$ cat src/rtl/logit_packer_pkg.sv
// Shared constants and state encoding for the logit packer and its argmax consumer.
// Holds class count, logit width, clamp bounds and the IDLE/COLLECT encoding.
package logit_packer_pkg;

  localparam int NUM_CLASS = 9;
  localparam int LOGIT_W   = 8;

  localparam logic signed [LOGIT_W-1:0] CLAMP_MAX = 8'sd63;
  localparam logic signed [LOGIT_W-1:0] CLAMP_MIN = -8'sd64;

  typedef enum logic {
    IDLE    = 1'b0,
    COLLECT = 1'b1
  } state_t;

endpackage

$ cat src/rtl/logit_sat.sv
// Shift-and-clamp of one accumulator score into an 8-bit logit.
// Ports: acc (IN_W signed score in), logit (8-bit two's-complement out).
module logit_sat
  import logit_packer_pkg::*;
#(
  parameter int IN_W  = 16,
  parameter int SHIFT = 4
) (
  input  logic [IN_W-1:0]    acc,
  output logic [LOGIT_W-1:0] logit
);

  localparam logic signed [IN_W-1:0] HI = IN_W'(CLAMP_MAX);
  localparam logic signed [IN_W-1:0] LO = IN_W'(CLAMP_MIN);

  logic signed [IN_W-1:0] shifted;

  // >>> on a signed operand floors toward minus infinity.
  always_comb begin
    shifted = $signed(acc) >>> SHIFT;
    if (shifted > HI) begin
      logit = CLAMP_MAX;
    end else if (shifted < LO) begin
      logit = CLAMP_MIN;
    end else begin
      logit = shifted[LOGIT_W-1:0];
    end
  end

endmodule

$ cat src/rtl/logit_packer.sv
// Collects NUM_CLASS saturated logits per frame into one packed output word.
// Ports: clk, rst (async high), i_acc/i_acc_valid/i_acc_first in; o_data, o_data_valid, o_frame_err, o_frame_cnt out.
module logit_packer #(
  parameter int NUM_CLASS = logit_packer_pkg::NUM_CLASS,
  parameter int IN_W      = 16,
  parameter int SHIFT     = 4
) (
  input  logic                   clk,
  input  logic                   rst,
  input  logic [IN_W-1:0]        i_acc,
  input  logic                   i_acc_valid,
  input  logic                   i_acc_first,
  output logic [8*NUM_CLASS-1:0] o_data,
  output logic                   o_data_valid,
  output logic                   o_frame_err,
  output logic [15:0]            o_frame_cnt
);

  import logit_packer_pkg::*;

  localparam int DW = 8 * NUM_CLASS;
  localparam int CW = (NUM_CLASS > 1) ? $clog2(NUM_CLASS) : 1;
  localparam logic [CW-1:0] LAST = CW'(NUM_CLASS - 1);

  state_t            state;
  state_t            state_nxt;
  logic [CW-1:0]     cnt;
  logic [CW-1:0]     cnt_nxt;
  logic [DW-1:0]     asm_q;
  logic [DW-1:0]     merged;
  logic [LOGIT_W-1:0] logit;
  logic              wr;
  logic [CW-1:0]     slot;
  logic              done;
  logic              err;
  logic              start;
  logic              orphan;
  logic              cont;

  logit_sat #(
    .IN_W  (IN_W),
    .SHIFT (SHIFT)
  ) u_sat (
    .acc   (i_acc),
    .logit (logit)
  );

  assign start  = i_acc_valid && i_acc_first;
  assign orphan = i_acc_valid && !i_acc_first && (state == IDLE);
  assign cont   = i_acc_valid && !i_acc_first && (state == COLLECT);

  always_ff @(posedge clk or posedge rst) begin
    if (rst) begin
      state <= IDLE;
      cnt   <= '0;
    end else begin
      state <= state_nxt;
      cnt   <= cnt_nxt;
    end
  end

  always_comb begin
    state_nxt = state;
    cnt_nxt   = cnt;
    unique case (1'b1)
      start: begin
        state_nxt = COLLECT;
        cnt_nxt   = CW'(1);
      end
      cont: begin
        if (cnt == LAST) begin
          state_nxt = IDLE;
          cnt_nxt   = '0;
        end else begin
          cnt_nxt = cnt + CW'(1);
        end
      end
      default: ;
    endcase
  end

  // A first sample mid-frame is both an error and a restart.
  always_comb begin
    wr   = 1'b0;
    slot = '0;
    done = 1'b0;
    err  = 1'b0;
    unique case (1'b1)
      start: begin
        wr  = 1'b1;
        err = (state == COLLECT);
      end
      orphan: err = 1'b1;
      cont: begin
        wr   = 1'b1;
        slot = cnt;
        done = (cnt == LAST);
      end
      default: ;
    endcase
  end

  always_comb begin
    merged = asm_q;
    for (int k = 0; k < NUM_CLASS; k++) begin
      if (slot == CW'(k)) merged[8*k +: 8] = logit;
    end
  end

  // Restart clears the assembly register so no stale byte can survive.
  always_ff @(posedge clk or posedge rst) begin
    if (rst) begin
      asm_q        <= '0;
      o_data       <= '0;
      o_data_valid <= 1'b0;
      o_frame_err  <= 1'b0;
      o_frame_cnt  <= '0;
    end else begin
      o_data_valid <= done;
      o_frame_err  <= err;
      if (wr) begin
        asm_q <= start ? DW'(logit) : merged;
      end
      if (done) begin
        o_data      <= merged;
        o_frame_cnt <= o_frame_cnt + 16'd1;
      end
    end
  end

endmodule

$ cat config.mk
export PLATFORM = sky130hd
export DESIGN_NAME = logit_packer
export DESIGN_NICKNAME = d
export VERILOG_FILES = /design/src/rtl/logit_packer_pkg.sv /design/src/rtl/logit_sat.sv /design/src/rtl/logit_packer.sv
export SDC_FILE = /design/constraint.sdc
export NUM_CORES = 1
export LEC_CHECK = 0
export ABC_AREA = 1
export CAP_MARGIN = 10
export CORE_MARGIN = 4
export CORE_UTILIZATION = 55
export DETAILED_ROUTE_END_ITERATION = 8
export HOLD_SLACK_MARGIN = 0.02
export PLACE_DENSITY_LB_ADDON = 0.2
export SKIP_LAST_GASP = 1
export SLEW_MARGIN = 10
export SYNTH_ARGS = -nofsm -noshare
export SYNTH_HDL_FRONTEND = slang
export SYNTH_HIERARCHICAL = 1
export SYNTH_SLANG_ARGS = --single-unit
export TNS_END_PERCENT = 5
$ cat constraint.sdc
create_clock -name clk -period 6.5 [get_ports clk]
set_input_delay 0.65 -clock clk [delete_from_list [all_inputs] [get_ports clk]]
set_output_delay 0.65 -clock clk [all_outputs]
set_load 0.02 [all_outputs]
==> reports/results.txt <==
ys async rst share -> 100%
Final nets -> 1088
Pleak -> 4.92 nW
Finished Cell Area -> 0.00936 mm^2
postcts setup bufs -> 0
clock share of power -> 34.6%
max_cap viols -> 0
Int Pwr -> 2.07 mW
setup TNS -> 0 ns
commonest non-fill, non-tap cell in the layout -> nand2_1
Switch Pwr -> 0.886 mW
min Tclk post-route -> 3.17 ns
post-CTS sizing -> 0
Seq. cell area -> 0.00418 mm^2
Layout fillers -> 1106
Cell Pwr Density -> 315 mW/mm^2
number of setup violations in the final report -> 0
DRT antenna net count -> 0
Synth Instances -> 974
max-slew violations -> 0
post-synth top area share -> 54.8%
# diodes -> 0
crit-path max FO -> 54
CP required -> 6.82 ns
status -> finished clean
Tcrit/Tclk final -> 48.8%
Fin. Hold Viols -> 0
All-Layer GR Usage -> 23.5%
RSZ-0062 raised after global routing -> no
antenna violations before repair -> 0
register area share after synthesis -> 54.8%
die width -> 126 um
Net Sw Frac -> 30.0%
DRC Markers -> 0
GP Congestion -> 0.837
crit path capture type -> register
grt ovf -> 0
syn_area_per_cell -> 7.83 um^2
synthesis-to-layout area growth -> 22.7%
Setup CP Type -> primary input to register
Die ar. -> 0.0158 mm^2
post-synthesis cell type count -> 28
Max Buffers Root-to-Sink -> 2
clk sink count -> 167
Post-Route WL -> 18100 um
Synth area leader -> dfrtp_1
Peak supply drop -> 0.187 mV
clock-pin slew on the worst setup and hold paths -> 0.06 ns
Critical Path Source Type -> primary input
crit path DAT -> 3.49 ns
share of total power in sequential cells -> 43.2%
clock latency at the later pin of the worst-skew pair -> 0.43 ns
most frequent cells in the layout -> nand2_1 (383), dfrtp_1 (167), nand3_1 (155)
Synth Warn # -> 6
Worst Tran Pin Value -> 1.15 ns
layout cells sized above 1 -> 4.83%
Gate power share -> 22.2%
number of global-route vias before repair -> 6203
area of the multi-input gates -> 0.00291 mm^2
clock skew -> 0.00561 ns
largest net degree at the start of global routing -> 101
Placement Cell Area -> 0.00877 mm^2
HP Class -> register to register
Root Driver -> clkbuf_16
#FFs+latches synth -> 167
maximum clock frequency -> 315 MHz
initial core utilization -> 56.9%
Main synth FF type -> dfrtp_1
top post-synthesis cells by area -> dfrtp_1 (55%), nand2_1 (19%), nand3_1 (10%)
worst rel slew slack -> 23.0%
Core Region -> 0.0134 mm^2
Syn Nets -> 997
number of synthesized flops with an enable pin -> 0
CTS tree -> yes
initial drt markers -> 634
synthesized cell area -> 0.00763 mm^2
die span in y -> 126 um
vias -> 6555
drt via density -> 5.24
Final HPWL DP -> 11400 um
DRT Pass-1 Iters -> 5
Wirelength per Cell -> 14.4 um
CTS buffer count -> 17
H-Tree Depth -> 4
row count -> 42
port bufs -> 105
I/O pin count -> 110
hold_buf cts -> 0
first-pass GRT wire length -> 30400 um
## layout make-up
class / instances / share of cell area, %
clock inverter: 9 / 1.34
tap: 176 / 2.35
clock buffer: 21 / 5.02
multi-input combinational: 671 / 31.1
timing repair buffer: 110 / 11.6
inverter: 98 / 3.98
sequential: 167 / 44.6
## worst paths after layout
check,cells after the start,slack [ns],startpoint,endpoint
max in group asynchronous,3,4.35,rst,asm_q[48]
min,2,0.48,o_data[14],o_data[14]
max reg2reg,8,3.44,cnt[0],o_data[21]
max,7,3.33,i_acc_valid,o_data[21]
min in group asynchronous,2,0.79,rst,o_data[14]
min reg2reg,2,0.48,o_data[14],o_data[14]
## stage by stage
| stage | util (%) | worst slack, ns | instances | total power [mW] | hold slack (ns) |
|---|---|---|---|---|---|
| 3_3_place_gp | 65.4 | 2.93 | 1222 | 1.93 | 0.461 |
| 6_report | 69.9 | 3.33 | 1252 | 2.95 | 0.478 |
| 2_1_floorplan | - | 1.33 | 974 | 1.69 | 0.449 |
| 4_1_cts | 69.9 | 3.35 | 1252 | 2.97 | 0.481 |
| 5_1_grt | 69.9 | 3.11 | 1252 | 3.10 | 0.501 |
| 3_5_place_dp | 65.4 | 2.90 | 1222 | 1.94 | 0.465 |
## registers in the layout, indices dropped and copies added, names as in the netlist
register      cells
asm_q            72
state             1
cnt               4
o_frame_err       1
o_frame_cnt      16
o_data           72
o_data_valid      1
## synth_stat cells (3+ instances only)
library cell	number
inv_1	94
nor2_1	79
dfrtp_1	167
o21ai_0	10
nand3_1	155
nand2_1	383
inv_2	4
a21oi_1	8
clkbuf_1	19
buf_2	13
nand4_1	7
nor2_2	4
ha_1	3
xor2_1	5
xnor2_1	5
buf_4	4
nor2_4	3
## power groups by stage
| stage | clock network (mW) | logic [mW] | registers, mW |
|---|---|---|---|
| floorplan | 0 | 0.325 | 1.37 |
| global placement | 0 | 0.640 | 1.29 |
| detailed placement | 0 | 0.654 | 1.29 |
| CTS | 1.03 | 0.659 | 1.28 |
| global route | 1.08 | 0.729 | 1.29 |
| finish | 1.02 | 0.654 | 1.28 |
## metal layers
metal  wire length, um  share of wire [%]  GRT usage, %
met1              8220                 45          33.7
met2              8450                 47          36.5
met3              1060                5.8          5.04
met4               359                2.0          6.75
met5                 0                  0             0
## worst max-delay path, cell delays in order
cell	delay [ns]
clkdlybuf4s50_1	0.66
nand3_2	0.21
nor2_4	0.84
inv_2	0.44
buf_4	0.45
nand2_1	0.14
nand2_1	0.06
## cells by family (layout without fill, tap and decap cells)
group,Yosys count,in the layout,synth area share (%)
compound gates,23,23,1.79
buf+inv,136,238,7.12
fa+ha+maj,3,3,0.492
flops,167,167,54.8
simple gates,635,635,34.7
xor+xnor,10,10,1.15
Note: power is estimated with default switching activity, not from simulation.
==> variant 1, RTL diff (same settings) <==
Add an input register stage for `i_acc` and `i_acc_valid`, without a reset; this delays them by one clock.
--- a/src/rtl/logit_packer.sv
+++ b/src/rtl/logit_packer.sv
@@ -22,6 +22,14 @@
   localparam int CW = (NUM_CLASS > 1) ? $clog2(NUM_CLASS) : 1;
   localparam logic [CW-1:0] LAST = CW'(NUM_CLASS - 1);
 
+  logic [IN_W-1:0] i_acc_q;
+  logic i_acc_valid_q;
+
+  always_ff @(posedge clk) begin
+    i_acc_q       <= i_acc;
+    i_acc_valid_q <= i_acc_valid;
+  end
+
   state_t            state;
   state_t            state_nxt;
   logic [CW-1:0]     cnt;
@@ -41,13 +49,13 @@
     .IN_W  (IN_W),
     .SHIFT (SHIFT)
   ) u_sat (
-    .acc   (i_acc),
+    .acc   (i_acc_q),
     .logit (logit)
   );
 
-  assign start  = i_acc_valid && i_acc_first;
-  assign orphan = i_acc_valid && !i_acc_first && (state == IDLE);
-  assign cont   = i_acc_valid && !i_acc_first && (state == COLLECT);
+  assign start  = i_acc_valid_q && i_acc_first;
+  assign orphan = i_acc_valid_q && !i_acc_first && (state == IDLE);
+  assign cont   = i_acc_valid_q && !i_acc_first && (state == COLLECT);
 
   always_ff @(posedge clk or posedge rst) begin
     if (rst) begin
Behaviour: not the same (Yosys sat finds a counterexample within 4 cycles, from zero or initial values and one cycle with rst high).
==> variant 1 against the original RTL <==
Critical path depth unchanged; hold slack got worse by 0.0036 ns; first-iteration DRC count increased by 18%; design area increased by 2.9%; fmax increased by 16%; sequential cell count increased by 13; critical path type unchanged; clock skew increased by 0.0024 ns; combinational power increased by 6.7%; synthesized area increased by 3.8%; largest cell class unchanged; non-clock buffer count increased by 1; total power increased by 3.0%; worst setup slack improved by 0.44 ns; routed wire length decreased by 0.62%.
==> variant 1: results (changes against the original RTL) <==
<table>
<tr><th>Metric</th><th>Value</th></tr>
<tr><th colspan="2">Drt</th></tr>
<tr><td>Starting DRC count in detailed routing</td><td>746 (+18%)</td></tr>
<tr><td>Average detailed-routed wire length per instance</td><td>14.1 um (-2.7%)</td></tr>
<tr><td>Number of vias in the routed layout</td><td>6585 (+0.46%)</td></tr>
<tr><td>Drt total wl</td><td>18000 um (-0.62%)</td></tr>
<tr><th colspan="2">Worst hold path</th></tr>
<tr><td>Hold endpoint</td><td>o_data[58]</td></tr>
<tr><td>Hold path start</td><td>o_data[58]</td></tr>
<tr><th colspan="2">Finish</th></tr>
<tr><td>Fraction of layout cells with a size suffix above 1</td><td>0.0473 (-0.00101)</td></tr>
<tr><td>Layout filler cell count</td><td>1166 (+5.4%)</td></tr>
<tr><td>Layout Nets</td><td>1109 (+1.9%)</td></tr>
<tr><th colspan="2">STA</th></tr>
<tr><td>Max-Slew Margin vs Limit</td><td>0.224 (-0.00596)</td></tr>
<tr><td>Worst clock skew</td><td>0.00797 ns (+0.00237 ns)</td></tr>
<tr><th colspan="2">Synthesis</th></tr>
<tr><td>Post-synth net total</td><td>1018 (+2.1%)</td></tr>
<tr><td>Yosys warnings</td><td>6 (unchanged)</td></tr>
<tr><td>Average instance area after synthesis</td><td>7.96 um2 (+1.6%)</td></tr>
<tr><th colspan="2">Placement</th></tr>
<tr><td>Number of cells in the design after placement</td><td>1247 (+2.0%)</td></tr>
<tr><td>Placer's final routability congestion estimate</td><td>0.798 (-4.7%)</td></tr>
<tr><td>Hpwl dp</td><td>11100 um (-3.1%)</td></tr>
<tr><th colspan="2">Pwr</th></tr>
<tr><td>Reported leakage power</td><td>4.99 nW (+1.5%)</td></tr>
<tr><td>Maximum resistive drop on vdd</td><td>0.173 mV (-7.6%)</td></tr>
<tr><td>Sw power</td><td>942 uW (+6.3%)</td></tr>
<tr><th colspan="2">Worst setup path</th></tr>
<tr><td>Crit path from</td><td>i_acc_first</td></tr>
<tr><td>Largest fanout of any net on the critical path</td><td>59 (+9.3%)</td></tr>
<tr><td>Biggest cell delay along the critical path</td><td>0.65 ns (-0.19 ns)</td></tr>
<tr><td>Reg2reg end</td><td>o_data[2]</td></tr>
<tr><td>Register-to-register setup slack</td><td>3.82 ns (+0.38 ns)</td></tr>
<tr><td>Worst-path cell with the longest stage delay</td><td>buf_4</td></tr>
<tr><td>Data arrival time at the worst-slack endpoint</td><td>3.10 ns (-0.39 ns)</td></tr>
<tr><th colspan="2">GRT</th></tr>
<tr><td>Pin count of the biggest net entering global routing</td><td>116 (+15%)</td></tr>
<tr><td>Number of global-route vias before repair</td><td>6143 (-0.97%)</td></tr>
<tr><td>Global-route wire length before repair</td><td>30000 um (-1.4%)</td></tr>
<tr><td>Gr usage total</td><td>0.229 (-0.00574)</td></tr>
<tr><th colspan="2">CTS</th></tr>
<tr><td>Setup repair bufs after CTS</td><td>0 (unchanged)</td></tr>
<tr><td>Clock root buffer</td><td>clkbuf_16</td></tr>
<tr><th colspan="2">Outcome</th></tr>
<tr><td>Status</td><td>finished, final reports clean</td></tr>
</table>
variant 1: changes by cell type in the layout (fill, tap and decap cells not counted), sizes merged, moves of 7 or more:
| cell | unedited run | this run |
|---|---|---|
| a21oi | 8 | 1 |
| nor2 | 86 | 94 |
| nand3 | 156 | 149 |
| clkinv | 4 | 13 |
| nand2 | 384 | 374 |
| nand4 | 8 | 22 |
| dfxtp | 0 | 13 |
variant 1: how the worst max path moves through the flow:
stage,to,slack (ns)
finish,o_data[2],3.76
global route,o_data[12],3.60
CTS,o_data[33],3.77
detailed placement,o_data[33],3.34
global placement,o_data[33],3.37
floorplan,asm_q[0],1.33
variant 1: power by group through the flow:
stage	combinational (mW)	clock, mW	sequential (mW)
after floorplan	0.352	0	1.47
after global placement	0.683	0	1.38
after detailed placement	0.696	0	1.39
after CTS	0.702	0.992	1.37
after global routing	0.775	1.04	1.39
final	0.698	0.973	1.37
variant 1: worst reg2reg max path: cells and delay by family, from the launching register on:
kind / cells / cell delay [ns]
buffers and inverters: 3 / 0.97
adders and majority gates: 1 / 0.19
and+or+nand+nor: 4 / 1.12
DFF: 1 / 0.36
variant 1: per-stage QoR:
stage	setup WS (ns)	hold WS (ns)	utilization	instance area, um2
4_1_cts	3.77	0.481	0.689	9630
2_1_floorplan	1.33	0.449	-	7920
3_5_place_dp	3.34	0.464	0.649	9080
6_report	3.76	0.474	0.689	9630
3_3_place_gp	3.37	0.461	0.649	9080
5_1_grt	3.60	0.500	0.689	9630
variant 1: routing by layer:
metal | part of all wire | GRT usage
met1 | 0.45 | 0.324
met2 | 0.46 | 0.360
met3 | 0.069 | 0.0471
met4 | 0.016 | 0.0699
met5 | 0 | 0
variant 1: layout make-up:
| type | count | share of cell area |
|---|---|---|
| sequential | 180 | 0.461 |
| inverter | 106 | 0.0418 |
| multi-input combinational | 670 | 0.302 |
| clock inverter | 8 | 0.00792 |
| clock buffer | 24 | 0.0500 |
| tap | 180 | 0.0234 |
| timing repair buffer | 111 | 0.114 |
==> variant 2, RTL diff (same flow settings) <==
Made on the original files. The package constant `CLAMP_MAX` goes from 8'sd63 to 8'sd47.
--- a/src/rtl/logit_packer_pkg.sv
+++ b/src/rtl/logit_packer_pkg.sv
@@ -5,7 +5,7 @@
   localparam int NUM_CLASS = 9;
   localparam int LOGIT_W   = 8;
 
-  localparam logic signed [LOGIT_W-1:0] CLAMP_MAX = 8'sd63;
+  localparam logic signed [LOGIT_W-1:0] CLAMP_MAX = 8'sd47;
   localparam logic signed [LOGIT_W-1:0] CLAMP_MIN = -8'sd64;
 
   typedef enum logic {
Check against the original RTL: not equivalent (a bounded check fails within 10 cycles, from zero or initial values and one cycle with rst high).
==> variant 2 against the original RTL <==
Worst setup slack got worse by 0.12 ns; design area about the same; highest routed layer unchanged; count of clock-buffer cells in the layout decreased by 1; sequential cell count unchanged; total power decreased by 2.9%; synthesized area increased by 0.49%; clock skew about the same; via count about the same; routed wire length increased by 1.5%.
==> variant 2: results (changes against the original RTL) <==
<table>
<tr><th>Metric</th><th>Value</th></tr>
<tr><th colspan="2">Pwr</th></tr>
<tr><td>Sw power</td><td>898 uW (+1.3%)</td></tr>
<tr><td>Maximum resistive drop on vdd</td><td>0.169 mV (-9.5%)</td></tr>
<tr><td>Reported leakage power</td><td>4.89 nW (-0.53%)</td></tr>
<tr><th colspan="2">Synthesis</th></tr>
<tr><td>Commonest cells post-synth</td><td>383 x nand2_1, 167 x dfrtp_1, 154 x nand3_1, 94 x inv_1, 82 x nor2_1</td></tr>
<tr><td>Post-synthesis share of cell area spent on xor and xnor gates</td><td>0.0114 (-0.0000562)</td></tr>
<tr><td>Post-synth net total</td><td>1001 (+0.40%)</td></tr>
<tr><td>Number of instances in the synthesized netlist</td><td>978 (+0.41%)</td></tr>
<tr><td>Cell types occupying the most area after synthesis</td><td>dfrtp_1 55%, nand2_1 19%, nand3_1 10%</td></tr>
<tr><th colspan="2">STA</th></tr>
<tr><td>Smallest hold slack</td><td>0.476 ns (-0.00146 ns)</td></tr>
<tr><td>F_max</td><td>304 MHz (-3.6%)</td></tr>
<tr><td>Max-Slew Margin vs Limit</td><td>0.249 (+0.0187)</td></tr>
<tr><th colspan="2">Placement</th></tr>
<tr><td>Hpwl dp</td><td>11400 um (-0.25%)</td></tr>
<tr><td>DP Worst Slack</td><td>2.84 ns (-0.0651 ns)</td></tr>
<tr><td>Number of cells in the design after placement</td><td>1226 (+0.33%)</td></tr>
<tr><td>Instance area at placement</td><td>8810 um2 (+0.43%)</td></tr>
<tr><th colspan="2">GRT</th></tr>
<tr><td>Global-route track usage on met3</td><td>0.0415 (-0.00889)</td></tr>
<tr><td>Global routing met1 resource utilization</td><td>0.351 (+0.0134)</td></tr>
<tr><td>Pin count of the biggest net entering global routing</td><td>93 (-7.9%)</td></tr>
<tr><th colspan="2">Worst hold path</th></tr>
<tr><td>Hold path start</td><td>o_data[0]</td></tr>
<tr><th colspan="2">Drt</th></tr>
<tr><td>Detailed-routed wire length on met3</td><td>1020 um (-3.7%)</td></tr>
<tr><td>Detailed route wirelength on metal2</td><td>8510 um (+0.65%)</td></tr>
<tr><td>Starting DRC count in detailed routing</td><td>631 (-0.47%)</td></tr>
<tr><th colspan="2">Worst setup path</th></tr>
<tr><td>Depth of the worst register-to-register path</td><td>9 (+1)</td></tr>
<tr><td>Largest fanout of any net on the critical path</td><td>91 (+69%)</td></tr>
<tr><th colspan="2">Outcome</th></tr>
<tr><td>Status</td><td>finished, final reports clean</td></tr>
</table>
## variant 2: cell types whose count changed after synthesis, sizes merged
cell | before | now
nand2 | 384 | 385
nor2 | 86 | 89
## variant 2: tightest hold or removal path, stage by stage, from the launching register on
cell and delay (ns):
dfrtp_1 0.34, nand2_1 0.05, nand2_1 0.05
## variant 2: layout make-up
type | count | area share
Sequential cell | 167 | 0.447
Multi-Input combinational cell | 675 | 0.315
Timing Repair Buffer | 110 | 0.116
Clock buffer | 20 | 0.0477
Inverter | 98 | 0.0398
Tap cell | 176 | 0.0235
Clock inverter | 12 | 0.0112
## variant 2: cells by family (layout without fill, tap and decap cells)
group,Yosys count,in the layout
adders and majority gates,3,3
xor gates and xnor gates,10,10
DFF,167,167
AOI/OAI and AO/OA,23,23
and+or+nand+nor,639,639
buffers and inverters,136,240
